**src/rtl/onecount_stream.sv**
```systemverilog
// Streaming ones-counter: per-word popcount or saturating per-frame total, 2-cycle latency.
// Backpressure: IN_READY = !OUT_VALID || OUT_READY; on a stall both stages freeze and outputs hold.
module onecount_stream #(
    parameter int DATA_W = 16,
    parameter int ACC_W  = 16
) (
    input  logic              CLK,
    input  logic              RST,
    input  logic [DATA_W-1:0] DATA,
    input  logic              IN_VALID,
    output logic              IN_READY,
    input  logic              IN_LAST,
    input  logic              MODE,
    input  logic [ACC_W-1:0]  THRESH,
    output logic [ACC_W-1:0]  COUNT,
    output logic              OUT_SAT,
    output logic              OUT_GE,
    output logic              OUT_VALID,
    input  logic              OUT_READY
);
    localparam int CW = $clog2(DATA_W + 1);
    localparam int SW = ACC_W + 1;
    localparam logic [ACC_W-1:0] ACC_MAX = '1;

    logic              s1_valid_q, s1_valid_d;
    logic [CW-1:0]     s1_cnt_q, s1_cnt_d;
    logic              s1_mode_q, s1_mode_d;
    logic              s1_last_q, s1_last_d;
    logic [ACC_W-1:0]  acc_q, acc_d;
    logic              sticky_q, sticky_d;
    logic [ACC_W-1:0]  count_q, count_d;
    logic              sat_q, sat_d;
    logic              ge_q, ge_d;
    logic              out_valid_q, out_valid_d;

    logic              adv;
    logic [CW-1:0]     pop_cnt;
    logic [SW-1:0]     sum_full;
    logic              overflow;
    logic [ACC_W-1:0]  sum_sat;

    assign adv      = !out_valid_q || OUT_READY;
    assign IN_READY = adv;

    always_comb begin
        pop_cnt = '0;
        for (int i = 0; i < DATA_W; i++) begin
            pop_cnt = pop_cnt + CW'(DATA[i]);
        end
    end

    // One extra bit on the sum exposes overflow before clamping.
    assign sum_full = {1'b0, acc_q} + SW'(s1_cnt_q);
    assign overflow = sum_full[ACC_W];
    assign sum_sat  = overflow ? ACC_MAX : sum_full[ACC_W-1:0];

    always_comb begin
        s1_valid_d  = s1_valid_q;
        s1_cnt_d    = s1_cnt_q;
        s1_mode_d   = s1_mode_q;
        s1_last_d   = s1_last_q;
        acc_d       = acc_q;
        sticky_d    = sticky_q;
        count_d     = count_q;
        sat_d       = sat_q;
        ge_d        = ge_q;
        out_valid_d = out_valid_q;
        if (adv) begin
            s1_valid_d  = IN_VALID;
            s1_cnt_d    = pop_cnt;
            s1_mode_d   = MODE;
            s1_last_d   = IN_LAST;
            out_valid_d = 1'b0;
            if (s1_valid_q) begin
                if (!s1_mode_q) begin
                    // Per-word results leave any open frame untouched.
                    count_d     = ACC_W'(s1_cnt_q);
                    sat_d       = 1'b0;
                    ge_d        = (ACC_W'(s1_cnt_q) >= THRESH);
                    out_valid_d = 1'b1;
                end else if (!s1_last_q) begin
                    acc_d    = sum_sat;
                    sticky_d = sticky_q | overflow;
                end else begin
                    count_d     = sum_sat;
                    sat_d       = sticky_q | overflow;
                    ge_d        = (sum_sat >= THRESH);
                    out_valid_d = 1'b1;
                    acc_d       = '0;
                    sticky_d    = 1'b0;
                end
            end
        end
    end

    always_ff @(posedge CLK or posedge RST) begin
        if (RST) begin
            s1_valid_q  <= 1'b0;
            s1_cnt_q    <= '0;
            s1_mode_q   <= 1'b0;
            s1_last_q   <= 1'b0;
            acc_q       <= '0;
            sticky_q    <= 1'b0;
            count_q     <= '0;
            sat_q       <= 1'b0;
            ge_q        <= 1'b0;
            out_valid_q <= 1'b0;
        end else begin
            s1_valid_q  <= s1_valid_d;
            s1_cnt_q    <= s1_cnt_d;
            s1_mode_q   <= s1_mode_d;
            s1_last_q   <= s1_last_d;
            acc_q       <= acc_d;
            sticky_q    <= sticky_d;
            count_q     <= count_d;
            sat_q       <= sat_d;
            ge_q        <= ge_d;
            out_valid_q <= out_valid_d;
        end
    end

    assign COUNT     = count_q;
    assign OUT_SAT   = sat_q;
    assign OUT_GE    = ge_q;
    assign OUT_VALID = out_valid_q;
endmodule
```
**config.mk**
```make
export PLATFORM = sky130hd
export DESIGN_NAME = onecount_stream
export DESIGN_NICKNAME = d
export VERILOG_FILES = /design/src/rtl/onecount_stream.sv
export SDC_FILE = /design/constraint.sdc
export NUM_CORES = 1
export LEC_CHECK = 0
export CORE_AREA = 2 2 85 107
export DETAILED_ROUTE_END_ITERATION = 16
export DIE_AREA = 0 0 87 109
export PLACE_DENSITY = 0.72
export SYNTH_ARGS = -nofsm -noshare
export SYNTH_HDL_FRONTEND = slang
export SYNTH_SLANG_ARGS = --single-unit
```
**constraint.sdc**
```tcl
create_clock -name CLK -period 3.88 [get_ports CLK]
set_input_delay 0.776 -clock CLK [delete_from_list [all_inputs] [get_ports CLK]]
set_output_delay 0.776 -clock CLK [all_outputs]
set_load 0.1 [all_outputs]
```
### After elaboration in Yosys (flattened, before gate mapping)

Index checks and enable logic that the tools add are counted.

* register bits after elaboration: 44
* input port bits: 38
* output and inout port bits: 20
* logic and storage cells: 46

* add/subtract/negate cells: 16
* $lt $le $gt $ge: 2
* equal/unequal tests: 1
* mux-type cells: 12
* bitwise operators: 1
* reductions and logical operators: 4

Operators with widths (count)
* $mux W16: 4
* $add A5 B1 Y5: 11
* $add A16 B5 Y17: 1
* $ge A16 B16 Y1: 1
* $ge A5 B16 Y1: 1
* $mux W1: 8
* $reduce_and A3 Y1: 2
* $add A4 B1 Y5: 1
* $add A3 B1 Y4: 1
* $add A2 B1 Y3: 1
* $add A1 B1 Y2: 1
* $ne A2 B1 Y1 const B: 1
* $logic_not A1 Y1: 1
* $logic_or A1 B1 Y1: 1
* $or A1 B1 Y1: 1

### Logic depth before layout (Yosys ltp)

Gate-level depths: netlist of run 1.

* depth after elaboration: 15
* gate-level depth with buffers: 13
* depth with buffers taken out: 13

### Worst setup path after synthesis of run 1

Ideal clock, no wire load.

* path type: input to register
* start: input DATA[0]
* end: register s1_cnt_q[3]
* library setup time: 0.138 ns
* data arrival time: 3.664 ns
* path slack: 0.078 ns
* stages on the path: 11
* path buffers: 0
* cells stage by stage: fa_1 -> inv_1 -> fa_1 -> fa_1 -> fa_1 -> inv_1 -> ha_1 -> a21o_1 -> a21oi_1 -> xor2_1 -> o21ai_0

* longest elaborated chain between the ends: 15

RTL lines
* from (decl): RTL line 9 `input logic [DATA_W-1:0] DATA,`
* $add A1 B1 Y2: RTL line 48 `pop_cnt = pop_cnt + CW'(DATA[i]);`
* $add A2 B1 Y3: RTL line 48
* $add A3 B1 Y4: RTL line 48
* $add A4 B1 Y5: RTL line 48
* $add A5 B1 Y5 (11 in series): RTL line 48
* to (signal assigned): RTL line 110 `s1_cnt_q <= s1_cnt_d;`
* to (decl): RTL line 26 `logic [CW-1:0] s1_cnt_q, s1_cnt_d;`

Every way passes these cells.
A chain may end at the register's enable or synchronous reset.

### Worst setup path in the final report of run 1

* start: input DATA[0]
* end: register s1_cnt_q[4]

The elaborated chain is that of the path after synthesis.

==> results.cfg, run 1 <==
[status]
outcome = finished, final reports clean

[pwr]
post-layout-total-power_w = 0.00230
p_leak_nw = 1.99
irDropWorstVdd_mv = 0.263
switching_share_pct = 48.1
power_per_cell_area_nw_per_um2 = 565
power_report.internal_total_w = 0.00119
sequentialPowerShare_pct = 28.3
combinationalPowerShare_pct = 58.6
power.switching_w = 0.00110
power.clock.fraction_pct = 13.1

[setup_path]
cp-end-kind = flop
worst-r2r-cell-count = 13
worstSetupStartpointType = input port
path_max_fanout = 2
worst-endpoint-arrival_ps = 3980
crit_type = in2reg
worst_ep_required_time_ps = 4130

[synth]
fraction_of_the_mapped_netlist_area_in_simple_logic_gates_pct = 16.3
synth.avg_cell_area_um2 = 9.01
synth.yosys.seq_area_share_pct = 33.4
synth_enable_flop_cells = 0
synth_compound_gate_area_share_pct = 21.0
synthCells = 366
synth_fp_nets = 446
synth_mux_area_share_pct = 0.986
xor_xnor_cell_area_share_of_the_yosys_netlist_pct = 2.92
synth_cell_type_count = 55
yosys.area_share.adder_pct = 18.4
largest_family_of_logic_cells_by_synthesized_area = compound AO/OA/AOI/OAI gates
syn_area_um2 = 3300
async_reset_ff_share_pct = 100
synth-seq-cells = 44
synth_top_flop_cell = sky130_fd_sc_hd__dfrtp_1
synth_warnings = 0

[floorplan]
placement_rows = 38
die_y_um = 109
design.core.area_um2 = 8510
floorplan.die_area_um2 = 9480
initial_utilization_pct = 38.8
ioPinCount = 58
die_width_um = 87

[grt]
total_global_routing_overflow = 0
antenna_violations_before_repair = 0
first_global_vias = 2953
grt_max_degree = 45
track_usage_pct = 18.3
grt_first_pass_wirelength_mm = 13.7

[placement]
io_buffer_count = 57
preCtsSetupSlack_ps = -455
detailed_place_hpwl_mm = 6.43
gp_congestion = 0.956

[sta]
report.final.hold_viol_count = 0
grt_setup_unrepaired = no
setup_ws_ps = 145
period_needed_ps = 3730
timing.final.crit_share_pct = 96.3
totalNegativeSetupSlack_ps = 0
finalSetupViolations = 0
final.hold.worst_slack_ps = 478
timing.final.max_slew_violations = 0
max_clock_freq_ghz = 0.268
maxSlewHeadroom_pct = 34.4
worst_slew_pin_slew_ps = 982
fin_worst_skew_ps = 12.1

[min_path]
hp-class = reg2reg
hold_path_depth = 2

[clocking]
cts_hold_buf = 0
clock_tree.htree_level_count = 2
cts_tree = yes
clockBufferDepth = 2
clock_sink_count = 44
tritoncts.num_buffers = 5
worstSkewPairLatency_ps = 310
clkTransAtPathRegs_ps = 90
cts.root.buffer_cell = sky130_fd_sc_hd__clkbuf_8

[final_layout]
layout.filler_cells = 806
layout-area-overhead-vs-synth_pct = 23.1
layout-drive-gt1-share_pct = 9.93
insertedDiodeCount = 0
finalNetCount = 502
multiInputGateArea_um2 = 1980
area.sequential_um2 = 1100

[route]
dr.first_iter.drc_count = 113
drc = 0
dr.pass1.iters = 4
route.final.wire_length_mm = 8.14
drt.antenna.violating_nets = 0
post_drt_via_cell_ratio = 5.54
vias = 2896
wl_per_cell_um = 15.6

[run]
maxCapViolations = 0
==> final cells by class <==
type,instances,area share [%]
multi-input combinational,264,48.7
sequential,44,27.1
timing repair buffer,63,14.8
inverter,44,4.07
tap,100,3.08
clock buffer,5,1.69
clock inverter,3,0.524
==> per-stage QoR <==
stage,std cells,utilization [%],cell area (um2)
finish,523,47.7,4060
global placement,515,46.7,3970
floorplan,366,-,3300
CTS,523,47.7,4060
detailed placement,515,46.7,3970
global route,523,47.7,4060
==> registers in the layout, indices dropped and copies added, names as in the netlist <==
| name | count |
|---|---|
| COUNT | 16 |
| acc_q | 16 |
| s1_cnt_q | 5 |
| OUT_GE | 1 |
| OUT_SAT | 1 |
| OUT_VALID | 1 |
| s1_last_q | 1 |
| s1_mode_q | 1 |
| s1_valid_q | 1 |
| sticky_q | 1 |
==> power by group through the flow <==
stage,clock network [W],logic [W],registers [W]
finish,0.000300,0.00135,0.000650
CTS,0.000306,0.00136,0.000650
detailed placement,0,0.00134,0.000658
global placement,0,0.00130,0.000657
global route,0.000323,0.00151,0.000663
floorplan,0,0.000791,0.000843
==> cells in the final DEF, fill, tap and decap left out, types with 6 or more instances in the layout <==
master | synthesis | layout
sky130_fd_sc_hd__fa_1 | 11 | 8
sky130_fd_sc_hd__dlygate4sd2_1 | 0 | 9
sky130_fd_sc_hd__a21oi_1 | 29 | 29
sky130_fd_sc_hd__o21ai_0 | 24 | 22
sky130_fd_sc_hd__buf_4 | 0 | 7
sky130_fd_sc_hd__nand4_1 | 7 | 7
sky130_fd_sc_hd__nor2_1 | 20 | 20
sky130_fd_sc_hd__xnor2_1 | 7 | 7
sky130_fd_sc_hd__a22o_1 | 7 | 7
sky130_fd_sc_hd__a21o_1 | 8 | 8
sky130_fd_sc_hd__ha_1 | 31 | 30
sky130_fd_sc_hd__or2_2 | 6 | 6
sky130_fd_sc_hd__nand3_1 | 8 | 8
sky130_fd_sc_hd__dfrtp_1 | 44 | 44
sky130_fd_sc_hd__and3_1 | 6 | 6
sky130_fd_sc_hd__nand2_1 | 33 | 33
sky130_fd_sc_hd__inv_1 | 43 | 39
sky130_fd_sc_hd__clkdlybuf4s50_1 | 0 | 47
==> cell usage after synthesis (3+ instances only) <==
master,n,area share (%)
sky130_fd_sc_hd__a21o_1,8,1.8
sky130_fd_sc_hd__a21oi_1,29,4.4
sky130_fd_sc_hd__a221o_1,5,1.5
sky130_fd_sc_hd__a22o_1,7,1.9
sky130_fd_sc_hd__a2bb2oi_1,3,0.80
sky130_fd_sc_hd__a31oi_1,5,0.95
sky130_fd_sc_hd__and3_1,6,1.1
sky130_fd_sc_hd__clkbuf_1,9,1.0
sky130_fd_sc_hd__dfrtp_1,44,33
sky130_fd_sc_hd__fa_1,11,6.7
sky130_fd_sc_hd__ha_1,31,12
sky130_fd_sc_hd__inv_1,43,4.9
sky130_fd_sc_hd__nand2_1,33,3.8
sky130_fd_sc_hd__nand2b_1,4,0.76
sky130_fd_sc_hd__nand3_1,8,1.2
sky130_fd_sc_hd__nand4_1,7,1.3
sky130_fd_sc_hd__nor2_1,20,2.3
sky130_fd_sc_hd__nor2b_1,3,0.57
sky130_fd_sc_hd__nor3_1,5,0.76
sky130_fd_sc_hd__nor4_1,3,0.57
sky130_fd_sc_hd__o211ai_1,3,0.68
sky130_fd_sc_hd__o21ai_0,24,3.6
sky130_fd_sc_hd__or2_2,6,1.1
sky130_fd_sc_hd__xnor2_1,7,1.9
sky130_fd_sc_hd__xor2_1,4,1.1
==> routing by layer <==
layer | up-vias | global-route usage [%] | routed length, um
li1 | 1400 | - | -
met1 | 1380 | 20.5 | 3180
met2 | 93 | 33.5 | 4290
met3 | 23 | 3.26 | 410
met4 | 0 | 7.92 | 263
met5 | - | 0 | 0
==> repair_timing <==
action	CTS	global route
setup buffers	0	0
hold endpoints to repair	0	0
endpoints found under the setup margin	3	1
gates resized for setup	18	0
pin swaps	9	2
==> path summary, 6_finish.rpt <==
kind	slack, ps	end	from
max reg2reg	530	OUT_GE	s1_cnt_q[0]
max in group asynchronous	2570	acc_q[7]	RST
max	150	s1_cnt_q[4]	DATA[0]
min reg2reg	480	OUT_SAT	OUT_SAT
min	480	OUT_SAT	OUT_SAT
min in group asynchronous	890	COUNT[1]	RST
==> cell families after synthesis <==
family                   count (synthesis)
AO/OA/AOI/OAI                          104
XOR/XNOR                                11
adder cells (fa/ha/maj)                 42
buffers and inverters                   58
flip-flops                              44
multiplexers                             3
AND/OR/NAND/NOR                        104
==> critical path, cell delays in order <==
cell and delay [ps]:
sky130_fd_sc_hd__dlygate4sd2_1 250, sky130_fd_sc_hd__fa_1 530, sky130_fd_sc_hd__inv_1 50, sky130_fd_sc_hd__fa_2 520
sky130_fd_sc_hd__fa_2 440, sky130_fd_sc_hd__fa_1 460, sky130_fd_sc_hd__inv_1 70, sky130_fd_sc_hd__ha_2 180
sky130_fd_sc_hd__inv_2 40, sky130_fd_sc_hd__fa_2 360, sky130_fd_sc_hd__nor2b_1 120, sky130_fd_sc_hd__o21ai_1 80
sky130_fd_sc_hd__o21ai_1 110
No activity file was read; power rests on OpenSTA's default activity.
==> inputs of run 2 (changes only) <==
- GPL_ROUTABILITY_DRIVEN: not set -> 0
- PLACE_DENSITY: 0.72 -> 0.74
- clock period: 3.88 -> 3.25 ns (I/O delays scaled with it)
==> run 2 against run 1 <==
  * The run now ends with negative setup slack left
  * Power rose by 25%
  * Worst setup slack worse by 360 ps
  * Count of clock-buffer cells in the layout unchanged
  * Final cell count up 2.5%
  * Clock skew shrank 7.8 ps
  * Sequential share of layout area decreased by 0.45 points
  * Global-route usage rose by 0.79 points
  * Largest cell class unchanged
==> results.cfg, run 2 (synthesis results as in run 1) <==
[final_layout]
insertedDiodeCount = 0
design_area_um2 = 4130
finalNetCount = 516
layout-drive-gt1-share_pct = 21.1
layout.cells.most_common = sky130_fd_sc_hd__dfrtp_1
layout-area-overhead-vs-synth_pct = 25.2
final-instance-count-excl-fill = 536
mostFrequentLayoutCells = sky130_fd_sc_hd__dfrtp_1, sky130_fd_sc_hd__buf_4, sky130_fd_sc_hd__inv_1

[route]
route.final.wire_length_mm = 8.69
wl_per_cell_um = 16.2
post_drt_via_cell_ratio = 5.62
drc = 0
dr.pass1.iters = 4
vias = 3014
drt.antenna.violating_nets = 0
dr.first_iter.drc_count = 152

[setup_path]
crit_type = in2reg
cp-end-kind = flop
worstSetupStartpointType = input port
worst-endpoint-arrival_ps = 3700
critPathSlowestCell = sky130_fd_sc_hd__fa_2
instance_count_on_the_critical_path = 13
timing.critical_path.cells = buf_6, fa_1, inv_2, fa_1, fa_2, fa_1, inv_2, ha_4, inv_2, fa_2, nor2b_2, o21ai_1, o21ai_1
path_max_fanout = 2
worst-r2r-cell-count = 12
worst_ep_required_time_ps = 3480
critical_path.top_delay_family = adder cells
cpPeakStageDelay_ps = 550
number_of_buffers_and_inverters_on_the_critical_path = 4

[clocking]
cts_tree = yes
tritoncts.num_buffers = 5
clock_tree.htree_level_count = 2
cts_hold_buf = 0
clock_sink_count = 44
clkTransAtPathRegs_ps = 90
cts.root.buffer_cell = sky130_fd_sc_hd__clkbuf_8
worstSkewPairLatency_ps = 300
clockBufferDepth = 2

[status]
outcome = finished with violations
violations = negative setup slack

[sta]
timing.final.max_slew_violations = 0
finalSetupViolations = 4
setup_ws_ps = -217
grt_setup_unrepaired = yes
timing.final.crit_share_pct = 107
fin_worst_skew_ps = 4.29
report.final.hold_viol_count = 0
period_needed_ps = 3470
worst_slew_pin_slew_ps = 1130
final.hold.worst_slack_ps = 498
maxSlewHeadroom_pct = 24.5
max_clock_freq_ghz = 0.288

[pwr]
power.switching_w = 0.00138
power.clock.fraction_pct = 11.9
irDropWorstVdd_mv = 0.314
power_report.internal_total_w = 0.00149
combinationalPowerShare_pct = 61.2
sequentialPowerShare_pct = 26.9
power_per_cell_area_nw_per_um2 = 695
switching_share_pct = 48.1
p_leak_nw = 2.09

[placement]
preCtsSetupSlack_ps = -948
detailed_place_hpwl_mm = 6.95
io_buffer_count = 57
dpl-instance-area_um2 = 4020
placedCellCount = 525

[grt]
grt_max_degree = 31
gr-usage-met3_pct = 3.41
global_route.peak_usage_layer = met2
groute.layer.met2.usage_pct = 36.5
groute.layer.met1.usage_pct = 20.6
antenna_violations_before_repair = 0
grt_first_pass_wirelength_mm = 14.3
first_global_vias = 3118
total_global_routing_overflow = 0
track_usage_pct = 19.1

[floorplan]
ioPinCount = 58
placement_rows = 38
design.core.area_um2 = 8510
floorplan.die_area_um2 = 9480
initial_utilization_pct = 38.8
die_width_um = 87
die_y_um = 109

[min_path]
hold_path_depth = 2
hp-class = reg2reg

[run]
maxCapViolations = 0
[run 2: cell count changes in the layout (fill, tap and decap cells not counted), moves of 2 or more]
cell | before | now
sky130_fd_sc_hd__clkdlybuf4s50_1 | 47 | 28
sky130_fd_sc_hd__nor2_1 | 20 | 18
sky130_fd_sc_hd__dlygate4sd2_1 | 9 | 0
sky130_fd_sc_hd__buf_2 | 0 | 8
sky130_fd_sc_hd__a21oi_2 | 1 | 3
sky130_fd_sc_hd__buf_6 | 0 | 2
sky130_fd_sc_hd__a21oi_1 | 29 | 27
sky130_fd_sc_hd__inv_2 | 4 | 6
sky130_fd_sc_hd__nor2_2 | 0 | 2
sky130_fd_sc_hd__buf_4 | 7 | 38
sky130_fd_sc_hd__inv_1 | 39 | 37
[run 2: path summary, 6_finish.rpt]
path / to / startpoint / slack [ps]
max: s1_cnt_q[4] / DATA[3] / -220
min reg2reg: OUT_SAT / OUT_SAT / 500
max in group asynchronous: acc_q[12] / RST / 1750
max reg2reg: OUT_GE / s1_cnt_q[0] / 190
min: OUT_SAT / OUT_SAT / 500
min in group asynchronous: COUNT[1] / RST / 790
[run 2: through the flow]
| stage | util (%) | total power (W) | TNS [ps] |
|---|---|---|---|
| after floorplan | - | 0.00196 | -1280 |
| after global placement | 47.2 | 0.00238 | -3620 |
| after detailed placement | 47.2 | 0.00245 | -4100 |
| after CTS | 47.9 | 0.00281 | -1050 |
| after global routing | 48.5 | 0.00311 | -1200 |
| final | 48.5 | 0.00287 | -789 |
[run 2: per-layer routing]
metal	share of wire, %	routed length, um
met5	0	0
met4	3.5	307
met3	5.5	479
met2	54	4680
met1	37	3220
[run 2: power groups by stage]
stage | Clock (W) | Sequential [W] | Combinational, W
after floorplan | 0 | 0.00101 | 0.000951
after global placement | 0 | 0.000775 | 0.00160
after detailed placement | 0 | 0.000778 | 0.00167
after CTS | 0.000347 | 0.000768 | 0.00170
after global routing | 0.000371 | 0.000782 | 0.00195
final | 0.000342 | 0.000771 | 0.00176
[run 2: worst reg2reg max path, cell delays in order, from the launching register on]
cell	delay, ps
sky130_fd_sc_hd__dfrtp_1	390
sky130_fd_sc_hd__ha_1	250
sky130_fd_sc_hd__fa_2	390
sky130_fd_sc_hd__a211oi_2	260
sky130_fd_sc_hd__o21ba_2	280
sky130_fd_sc_hd__nor3_4	110
sky130_fd_sc_hd__buf_4	160
sky130_fd_sc_hd__or2_2	300
sky130_fd_sc_hd__ha_1	300
sky130_fd_sc_hd__a21oi_1	160
sky130_fd_sc_hd__o21ai_0	80
sky130_fd_sc_hd__o21ai_0	160
sky130_fd_sc_hd__o211ai_1	110
[run 2: area by class of cell]
type / instances / area [um2]
inverters: 44 / 165
multi-input cells: 264 / 2010
fillers: 822 / 4380
repair buffers: 77 / 648
clock inverters: 2 / 12.5
well taps: 100 / 125
flip-flops and latches: 44 / 1100
clock buffers: 5 / 68.8
[run 2: what timing repair did]
action                     4_1_cts  5_1_grt
gates cloned                     0        0
pin swaps                       12       16
buffers inserted                 1        3
gates resized for setup         38       11
setup endpoints to repair        5        5
